--- src/rtl/fir_seq_pkg.sv ---
// rtl/fir_seq_pkg.sv - shared types, widths, limits and default coefficients for fir_tap_sequencer
package fir_seq_pkg;

    typedef enum logic [1:0] {
        IDLE = 2'd0,
        MAC  = 2'd1,
        DONE = 2'd2
    } fir_state_e;

    localparam int SAMPLE_W = 8;
    localparam int COEF_W   = 8;
    localparam int OUT_W    = 16;
    localparam int PROD_W   = SAMPLE_W + COEF_W;

    localparam int SAT_MAX  = 32767;
    localparam int SAT_MIN  = -32768;

    // Reset-state coefficient for tap i is simply i+1.
    function automatic logic signed [COEF_W-1:0] default_coef(input int i);
        return COEF_W'(i + 1);
    endfunction

endpackage

--- src/rtl/fir_mac_unit.sv ---
// rtl/fir_mac_unit.sv - shared signed 8x8 multiply-accumulate with clear/enable and saturating narrow
module fir_mac_unit
    import fir_seq_pkg::*;
#(
    parameter int ACC_W = 18
) (
    input  logic                       clk,
    input  logic                       reset,
    input  logic                       clear,
    input  logic                       en,
    input  logic signed [SAMPLE_W-1:0] a,
    input  logic signed [COEF_W-1:0]   b,
    output logic signed [OUT_W-1:0]    sat_next
);

    localparam logic signed [ACC_W-1:0] ACC_MAX = ACC_W'(SAT_MAX);
    localparam logic signed [ACC_W-1:0] ACC_MIN = ACC_W'(SAT_MIN);

    logic signed [PROD_W-1:0] prod;
    logic signed [ACC_W-1:0]  acc;
    logic signed [ACC_W-1:0]  acc_next;

    // Full-width product, sign-extended and added to the running sum.
    always_comb begin
        prod     = a * b;
        acc_next = acc + {{(ACC_W-PROD_W){prod[PROD_W-1]}}, prod};
    end

    // Clamp the sum that includes this cycle's product, so the last tap can be latched directly.
    always_comb begin
        if (acc_next > ACC_MAX) begin
            sat_next = OUT_W'(SAT_MAX);
        end else if (acc_next < ACC_MIN) begin
            sat_next = OUT_W'(SAT_MIN);
        end else begin
            sat_next = acc_next[OUT_W-1:0];
        end
    end

    // Accumulator register: clear wins over enable.
    always_ff @(posedge clk or posedge reset) begin
        if (reset) begin
            acc <= '0;
        end else if (clear) begin
            acc <= '0;
        end else if (en) begin
            acc <= acc_next;
        end
    end

endmodule

--- src/rtl/fir_tap_sequencer.sv ---
// rtl/fir_tap_sequencer.sv - time-multiplexed N-tap FIR sequencer; FIR_TAP_SEQ_COEF_WRITE_EN adds coefficient writes
module fir_tap_sequencer
    import fir_seq_pkg::*;
#(
    parameter int N     = 4,
    parameter int ACC_W = 16 + $clog2(N)
) (
    input  logic                       clk,
    input  logic                       reset,
    input  logic signed [SAMPLE_W-1:0] x_in,
    input  logic                       in_valid,
    output logic                       in_ready,
    output logic signed [OUT_W-1:0]    y_out,
    output logic                       out_valid,
    input  logic                       out_ready,
`ifdef FIR_TAP_SEQ_COEF_WRITE_EN
    input  logic                       coef_we,
    input  logic [3:0]                 coef_addr,
    input  logic signed [COEF_W-1:0]   coef_data,
`endif
    output logic                       busy
);

    localparam int K_W = (N > 1) ? $clog2(N) : 1;

    localparam logic [1:0] S_IDLE = IDLE;
    localparam logic [1:0] S_MAC  = MAC;
    localparam logic [1:0] S_DONE = DONE;

    logic [1:0]                 state;
    logic [K_W-1:0]             k;
    logic signed [SAMPLE_W-1:0] x_reg [N];
    logic signed [COEF_W-1:0]   h     [N];
    logic                       accept;
    logic                       last_tap;
    logic signed [OUT_W-1:0]    sat_next;

    assign in_ready = (state == S_IDLE);
    assign accept   = in_valid && in_ready;
    assign last_tap = (state == S_MAC) && (k == K_W'(N - 1));

    fir_mac_unit #(
        .ACC_W (ACC_W)
    ) u_mac (
        .clk      (clk),
        .reset    (reset),
        .clear    (accept),
        .en       (state == S_MAC),
        .a        (x_reg[k]),
        .b        (h[k]),
        .sat_next (sat_next)
    );

    // Sequencer FSM, tap counter and registered output handshake.
    always_ff @(posedge clk or posedge reset) begin
        if (reset) begin
            state     <= S_IDLE;
            k         <= '0;
            y_out     <= '0;
            out_valid <= 1'b0;
            busy      <= 1'b0;
        end else begin
            case (state)
                S_IDLE: begin
                    if (accept) begin
                        state <= S_MAC;
                        k     <= '0;
                        busy  <= 1'b1;
                    end
                end
                S_MAC: begin
                    k <= k + K_W'(1);
                    if (last_tap) begin
                        state     <= S_DONE;
                        y_out     <= sat_next;
                        out_valid <= 1'b1;
                    end
                end
                S_DONE: begin
                    if (out_ready) begin
                        state     <= S_IDLE;
                        out_valid <= 1'b0;
                        busy      <= 1'b0;
                    end
                end
                default: begin
                    state <= S_IDLE;
                end
            endcase
        end
    end

    // Delay line shifts only when a sample is accepted.
    always_ff @(posedge clk or posedge reset) begin
        if (reset) begin
            for (int i = 0; i < N; i++) begin
                x_reg[i] <= '0;
            end
        end else if (accept) begin
            x_reg[0] <= x_in;
            for (int i = 1; i < N; i++) begin
                x_reg[i] <= x_reg[i-1];
            end
        end
    end

`ifdef FIR_TAP_SEQ_COEF_WRITE_EN
    // Writable coefficients: only in IDLE, out-of-range addresses dropped; a write alongside an accept lands before the first MAC.
    always_ff @(posedge clk or posedge reset) begin
        if (reset) begin
            for (int i = 0; i < N; i++) begin
                h[i] <= default_coef(i);
            end
        end else if ((state == S_IDLE) && coef_we && (32'(coef_addr) < N)) begin
            h[coef_addr[K_W-1:0]] <= coef_data;
        end
    end
`else
    // Fixed coefficients taken from the reset-state table.
    always_comb begin
        for (int i = 0; i < N; i++) begin
            h[i] = default_coef(i);
        end
    end
`endif

endmodule

--- config.mk ---
export PLATFORM = sky130hd
export DESIGN_NAME = fir_tap_sequencer
export DESIGN_NICKNAME = d
export VERILOG_FILES = /design/src/rtl/fir_seq_pkg.sv /design/src/rtl/fir_mac_unit.sv /design/src/rtl/fir_tap_sequencer.sv
export SDC_FILE = /design/constraint.sdc
export NUM_CORES = 1
export LEC_CHECK = 0
export CORE_MARGIN = 2
export CORE_UTILIZATION = 60
export CTS_CLUSTER_SIZE = 25
export DETAILED_ROUTE_END_ITERATION = 16
export PLACE_DENSITY_LB_ADDON = 0.08
export SLEW_MARGIN = 20
export SYNTH_ARGS = -nofsm -noshare
export SYNTH_HDL_FRONTEND = slang
export SYNTH_SLANG_ARGS = --single-unit
--- constraint.sdc ---
create_clock -name clk -period 14.8 [get_ports clk]
set_clock_uncertainty 0.15 [all_clocks]
set_input_delay 2.96 -clock clk [delete_from_list [all_inputs] [get_ports clk]]
set_output_delay 2.96 -clock clk [all_outputs]
set_load 0.05 [all_outputs]
==> results.py, run 1 <==
metrics = {
    "global_route": {
        "antenna_found_initial": 0,
        "grt_usage_pct": 26.1,
        "grt_max_degree": 73,
        "overflow": 0,
        "grt_pass1_wl_mm": 20.4,
        "grt_pass1_vias": 4287,
    },
    "run_status": {
        "status": "finished clean",
    },
    "die": {
        "die-area_um2": 9670,
        "start_util_pct": 61.5,
        "die_w_um": 98.3,
        "core_area_um2": 8680,
        "std_cell_rows": 34,
        "io_pins": 31,
        "chipHeight_um": 98.3,
    },
    "clock_network": {
        "tritoncts.num_buffers": 9,
        "cts_tree": "yes",
        "path_clk_slew_ns": 0.08,
        "numClockSinks": 72,
        "cts-resized-gates": 0,
        "clk_path_buf_depth": 2,
        "postCtsSetupBuffers": 0,
        "cts_root_buffer": "clkbuf_8",
        "clock_latency_ns": 0.36,
        "hold_buffers": 0,
        "htree_levels": 3,
    },
    "layout": {
        "drive_gt1_share_pct": 12.3,
        "n_antenna_cell": 0,
        "area_delta_synth_final_pct": 10.4,
        "final_cell_mix": "dfrtp_1 (72), nand2_1 (60), inv_1 (49)",
        "layout.nets": 649,
        "largest_reg_flops": 32,
        "layout_commonest_cell": "dfrtp_1",
    },
    "critical_path": {
        "worst-setup-path-type": "flip-flop to flip-flop",
        "start_kind": "flip-flop",
        "worst_ep_arrival_time_ns": 7.50,
        "crit_fanout": 25,
        "end_kind": "flip-flop",
        "required_ns": 14.90,
    },
    "sta": {
        "setup_viol_count_final": 0,
        "setup_tns_ns": 0,
        "max_freq_mhz": 135,
        "slew_viol_final": 0,
        "finalCriticalPeriod_ns": 7.40,
        "slew_headroom_pct": 33.0,
        "hold_violations": 0,
        "rsz0062_at_grt": "false",
        "period_share_pct": 50.0,
        "tightest_slew_ns": 1.00,
    },
    "route": {
        "remaining_drc_errors": 0,
        "wl_mm": 11.5,
        "ant_nets": 0,
        "drt_iter0_drc": 236,
        "vias_per_cell": 5.99,
        "dr.pass1.iters": 5,
        "vias": 4157,
        "wl_per_cell_um": 16.6,
    },
    "logic_synthesis": {
        "syn_inst": 565,
        "yosys_warnings": 0,
        "yosys.cell_types.count": 54,
        "synth_edf_count": 0,
        "ys_dominant_reg_cell": "dfrtp_1",
        "synthesis.nets": 633,
        "ys_seq_area_share_pct": 33.7,
        "ys_seq_elements": 72,
        "async_flop_share_pct": 100,
        "syn_area_um2": 5340,
        "avgSynthCellArea_um2": 9.45,
    },
    "min_path": {
        "worstHoldPathType": "flip-flop to flip-flop",
    },
    "placed_design": {
        "hpwl_mm": 8.33,
        "gp_congestion": 0.884,
        "port_buffers": 30,
    },
    "flow_run": {
        "cap_violations": 0,
    },
}
[area by class of cell]
cell class,count,area [um2]
Multi-Input combinational cell,415,3230
Fill cell,718,2780
Sequential cell,72,1800
Timing Repair Buffer,33,323
Inverter,50,188
Tap cell,108,135
Clock buffer,10,128
Clock inverter,6,90.1
[per-layer routing]
| metal | track usage [%] | share of wire (%) | up-vias | routed length [um] |
|---|---|---|---|---|
| li1 | - | - | 2013 | - |
| met1 | 37.1 | 48 | 2044 | 5570 |
| met2 | 42.1 | 46 | 85 | 5370 |
| met3 | 3.87 | 3.8 | 15 | 441 |
| met4 | 7.38 | 1.4 | 0 | 164 |
| met5 | 0 | 0 | - | 0 |
[synthesized netlist by cell type (all sizes together) (9+ instances only)]
library cell   n  area (um2)
a21oi         36         184
a22o          11        96.3
and2          18         113
clkbuf        20        75.1
dfrtp         72        1800
fa             9         180
ha            47         588
inv           50         188
mux2          32         360
nand2         60         225
nor2          29         109
nor2b         13        81.3
o21ai         45         225
xnor2         13         114
[worst max-delay path: stages, from the launching register on]
cell,delay (ns)
dfrtp_1,0.70
inv_1,0.16
ha_1,0.23
nor2_1,0.53
nor2b_1,0.11
ha_1,0.30
ha_1,0.28
inv_1,0.05
fa_1,0.58
inv_1,0.05
ha_1,0.29
a21o_1,0.15
a21oi_1,0.23
o21bai_1,0.10
a21oi_1,0.24
o21bai_1,0.09
a21oi_1,0.22
nor2b_1,0.09
o31ai_1,0.31
ha_1,0.34
a2111oi_2,0.29
o21ai_1,0.15
a311oi_2,0.25
nor2b_1,0.09
a311oi_2,0.35
xor3_2,0.53
o21a_1,0.20
o31ai_1,0.24
[path summary, 6_finish.rpt]
kind | startpoint | end | slack (ns) | depth (start not counted)
max in group asynchronous | reset | y_out[3] | 10.86 | 3
min | y_out[14] | y_out[14] | 0.33 | 2
max | k[0] | y_out[1] | 7.40 | 27
max reg2reg | k[0] | y_out[1] | 7.40 | 27
min reg2reg | y_out[14] | y_out[14] | 0.33 | 2
min in group asynchronous | reset | x_reg[25] | 3.05 | 3
[per-stage QoR]
stage | hold WS (ns) | setup WS (ns) | utilization (%) | cells | area [um2]
final | 0.333 | 7.40 | 67.9 | 694 | 5890
after CTS | 0.342 | 7.36 | 67.9 | 694 | 5890
after global routing | 0.376 | 6.61 | 67.9 | 694 | 5890
after floorplan | 0.325 | 8.15 | - | 565 | 5340
after global placement | 0.317 | 7.71 | 65.4 | 678 | 5680
after detailed placement | 0.323 | 7.37 | 65.4 | 678 | 5680
[cells by family (layout without fill, tap and decap cells)]
group	Yosys count	after routing	synth area share, %
and+or+nand+nor	153	153	13.6
AOI/OAI and AO/OA	146	146	18.3
buffers and inverters	78	99	5.91
DFF	72	72	33.7
adders and majority gates	56	56	14.4
muxes	40	40	10.1
xor gates and xnor gates	20	20	3.98
Power of run 1 is left out: the tool's default activity adds up to more than one toggle a clock period on the data nets, which glitch-free logic cannot reach.
==> run 2, diff against run 1 <==
==> constraint.sdc (replaced) <==
create_clock -name clk -period 7.7 [get_ports clk]
set_clock_uncertainty 0.15 [all_clocks]
set_input_delay 1.54 -clock clk [delete_from_list [all_inputs] [get_ports clk]]
set_output_delay 1.54 -clock clk [all_outputs]
set_load 0.05 [all_outputs]
==> run 2 against run 1 <==
Via count decreased by 2.0%. Sequential share of layout area increased by 0.073 points. Global-route usage decreased by 0.97 points. Sequential cell count unchanged. Critical path depth decreased by 1. Count of clock-buffer cells in the layout decreased by 1. Routed wire length decreased by 3.1%. Maximum frequency increased by 5.7%. Cell count increased by 0.14%. Critical endpoint is now y_out[12].
==> results.py, run 2 (synthesis results as in run 1) <==
metrics = {
    "global_route": {
        "grt_usage_pct": 25.1,
        "overflow": 0,
        "grt_pass1_wl_mm": 19.9,
        "grt_max_degree": 73,
        "antenna_found_initial": 0,
        "grt_pass1_vias": 4114,
    },
    "placed_design": {
        "placed_area_um2": 5690,
        "gp_congestion": 0.898,
        "hpwl_mm": 8.01,
        "dpl_worst_slack_ns": 0.566,
        "port_buffers": 30,
    },
    "layout": {
        "final_util_pct": 67.8,
        "largest_reg_flops": 32,
        "fin_area_um2": 5880,
        "drive_gt1_share_pct": 12.8,
        "area_delta_synth_final_pct": 10.2,
        "final_cell_mix": "dfrtp_1 (71), nand2_1 (60), inv_1 (49)",
        "layout.nets": 651,
        "layout_commonest_cell": "dfrtp_1",
        "n_antenna_cell": 0,
    },
    "critical_path": {
        "slowest_stage": "dfrtp_1",
        "end_kind": "flip-flop",
        "start_kind": "flip-flop",
        "reg2reg_to": "y_out[12]",
        "crit_fanout": 25,
        "r2r_start": "k[1]",
        "r2r_cells": 26,
        "reg2reg_slack_ns": 0.71,
        "worst-setup-path-type": "flip-flop to flip-flop",
        "worst_ep_arrival_time_ns": 7.08,
        "critical_path.max_stage_delay_ns": 0.63,
        "cpMostUsedCell": "ha_1",
        "required_ns": 7.79,
    },
    "route": {
        "drt_iter0_drc": 245,
        "vias_per_cell": 5.86,
        "wl_met1_mm": 5.43,
        "remaining_drc_errors": 0,
        "wl_met3_um": 493,
        "wl_per_cell_um": 16.1,
        "wl_met2_mm": 5.14,
        "vias": 4072,
        "dr.pass1.iters": 4,
        "dr.max_layer_used": "met4",
        "wl_mm": 11.2,
        "ant_nets": 0,
    },
    "sta": {
        "setup_tns_ns": 0,
        "max_freq_mhz": 143,
        "hold_violations": 0,
        "setup_viol_count_final": 0,
        "finalCriticalPeriod_ns": 6.99,
        "period_share_pct": 90.8,
        "worst_slack_ns": 0.705,
        "tightest_slew_ns": 1.02,
        "slew_viol_final": 0,
        "rsz0062_at_grt": "false",
        "slew_headroom_pct": 31.7,
    },
    "min_path": {
        "hold_start": "y_out[15]",
        "worstHoldPathType": "flip-flop to flip-flop",
        "holdPathStages": 2,
        "holdPathEnd": "y_out[15]",
    },
    "clock_network": {
        "clk_path_buf_depth": 2,
        "cts_tree": "yes",
        "htree_levels": 3,
        "hold_buffers": 0,
        "path_clk_slew_ns": 0.09,
        "postCtsSetupBuffers": 0,
        "numClockSinks": 72,
        "tritoncts.num_buffers": 9,
        "cts_root_buffer": "clkbuf_8",
        "clock_latency_ns": 0.35,
    },
    "die": {
        "io_pins": 31,
        "core_area_um2": 8680,
        "chipHeight_um": 98.3,
        "die_w_um": 98.3,
        "start_util_pct": 61.5,
        "std_cell_rows": 34,
        "die-area_um2": 9670,
    },
    "run_status": {
        "status": "finished clean",
    },
    "flow_run": {
        "cap_violations": 0,
    },
}
-- run 2: cell types whose count changed in the layout (fill, tap and decap cells not counted), sizes merged --
cell      delta
buf          +2
bufinv       -1
clkbuf       -1
clkinvlp     +1
-- run 2: metrics by stage --
stage          instances  hold WS [ns]
6_report             695         0.348
5_1_grt              695         0.374
4_1_cts              695         0.352
3_5_place_dp         680         0.324
3_3_place_gp         680         0.317
2_1_floorplan        565         0.325
-- run 2: critical path, delay by kind of cell, from the launching register on --
kind                     cells  cell delay, ns
AND/OR/NAND/NOR              3            0.37
AO/OA/AOI/OAI               13            2.76
adder cells (fa/ha/maj)      6            2.18
XOR/XNOR                     1            0.56
buffers and inverters        3            0.24
flip-flops                   1            0.63
-- run 2: worst max-delay path by stage --
stage / slack, ns / endpoint / start / depth (start not counted)
3_3_place_gp: 0.73 / y_out[12] / k[0] / 26
2_1_floorplan: 1.05 / y_out[10] / k[0] / 29
6_report: 0.71 / y_out[12] / k[1] / 26
4_1_cts: 0.52 / y_out[1] / k[0] / 26
3_5_place_dp: 0.57 / y_out[1] / k[0] / 26
5_1_grt: 0.19 / y_out[2] / k[1] / 26
-- run 2: layout make-up --
class	instances	area [um2]
clock buffers	9	124
clock inverters	6	67.6
fillers	729	2790
inverters	50	188
multi-input cells	415	3230
flip-flops and latches	72	1800
well taps	108	135
repair buffers	35	338
-- run 2: timing repair --
action / in CTS / in global routing
gates resized for setup: 0 / 1
endpoints found under the hold margin: 0 / 0
setup endpoints to repair: 0 / 5
-- run 2: metal layers --
| metal | up-vias | GRT usage, % |
|---|---|---|
| li1 | 2006 | - |
| met3 | 12 | 4.08 |
| met1 | 1976 | 37.9 |
| met5 | - | 0 |
| met2 | 78 | 38.0 |
| met4 | 0 | 6.64 |
Power of run 2 is left out for the same reason.
==> run 3, diff against run 2 <==
--- a/config.mk
+++ b/config.mk
@@ -7,6 +7,7 @@
 export LEC_CHECK = 0
 export CORE_MARGIN = 2
 export CORE_UTILIZATION = 60
+export CTS_BUF_LIST = sky130_fd_sc_hd__clkbuf_8
 export CTS_CLUSTER_SIZE = 25
 export DETAILED_ROUTE_END_ITERATION = 16
 export PLACE_DENSITY_LB_ADDON = 0.08
==> results of run 3 <==
Final layout, timing and power as in run 2 (identical DEF).
Power of run 3 is left out for the same reason.
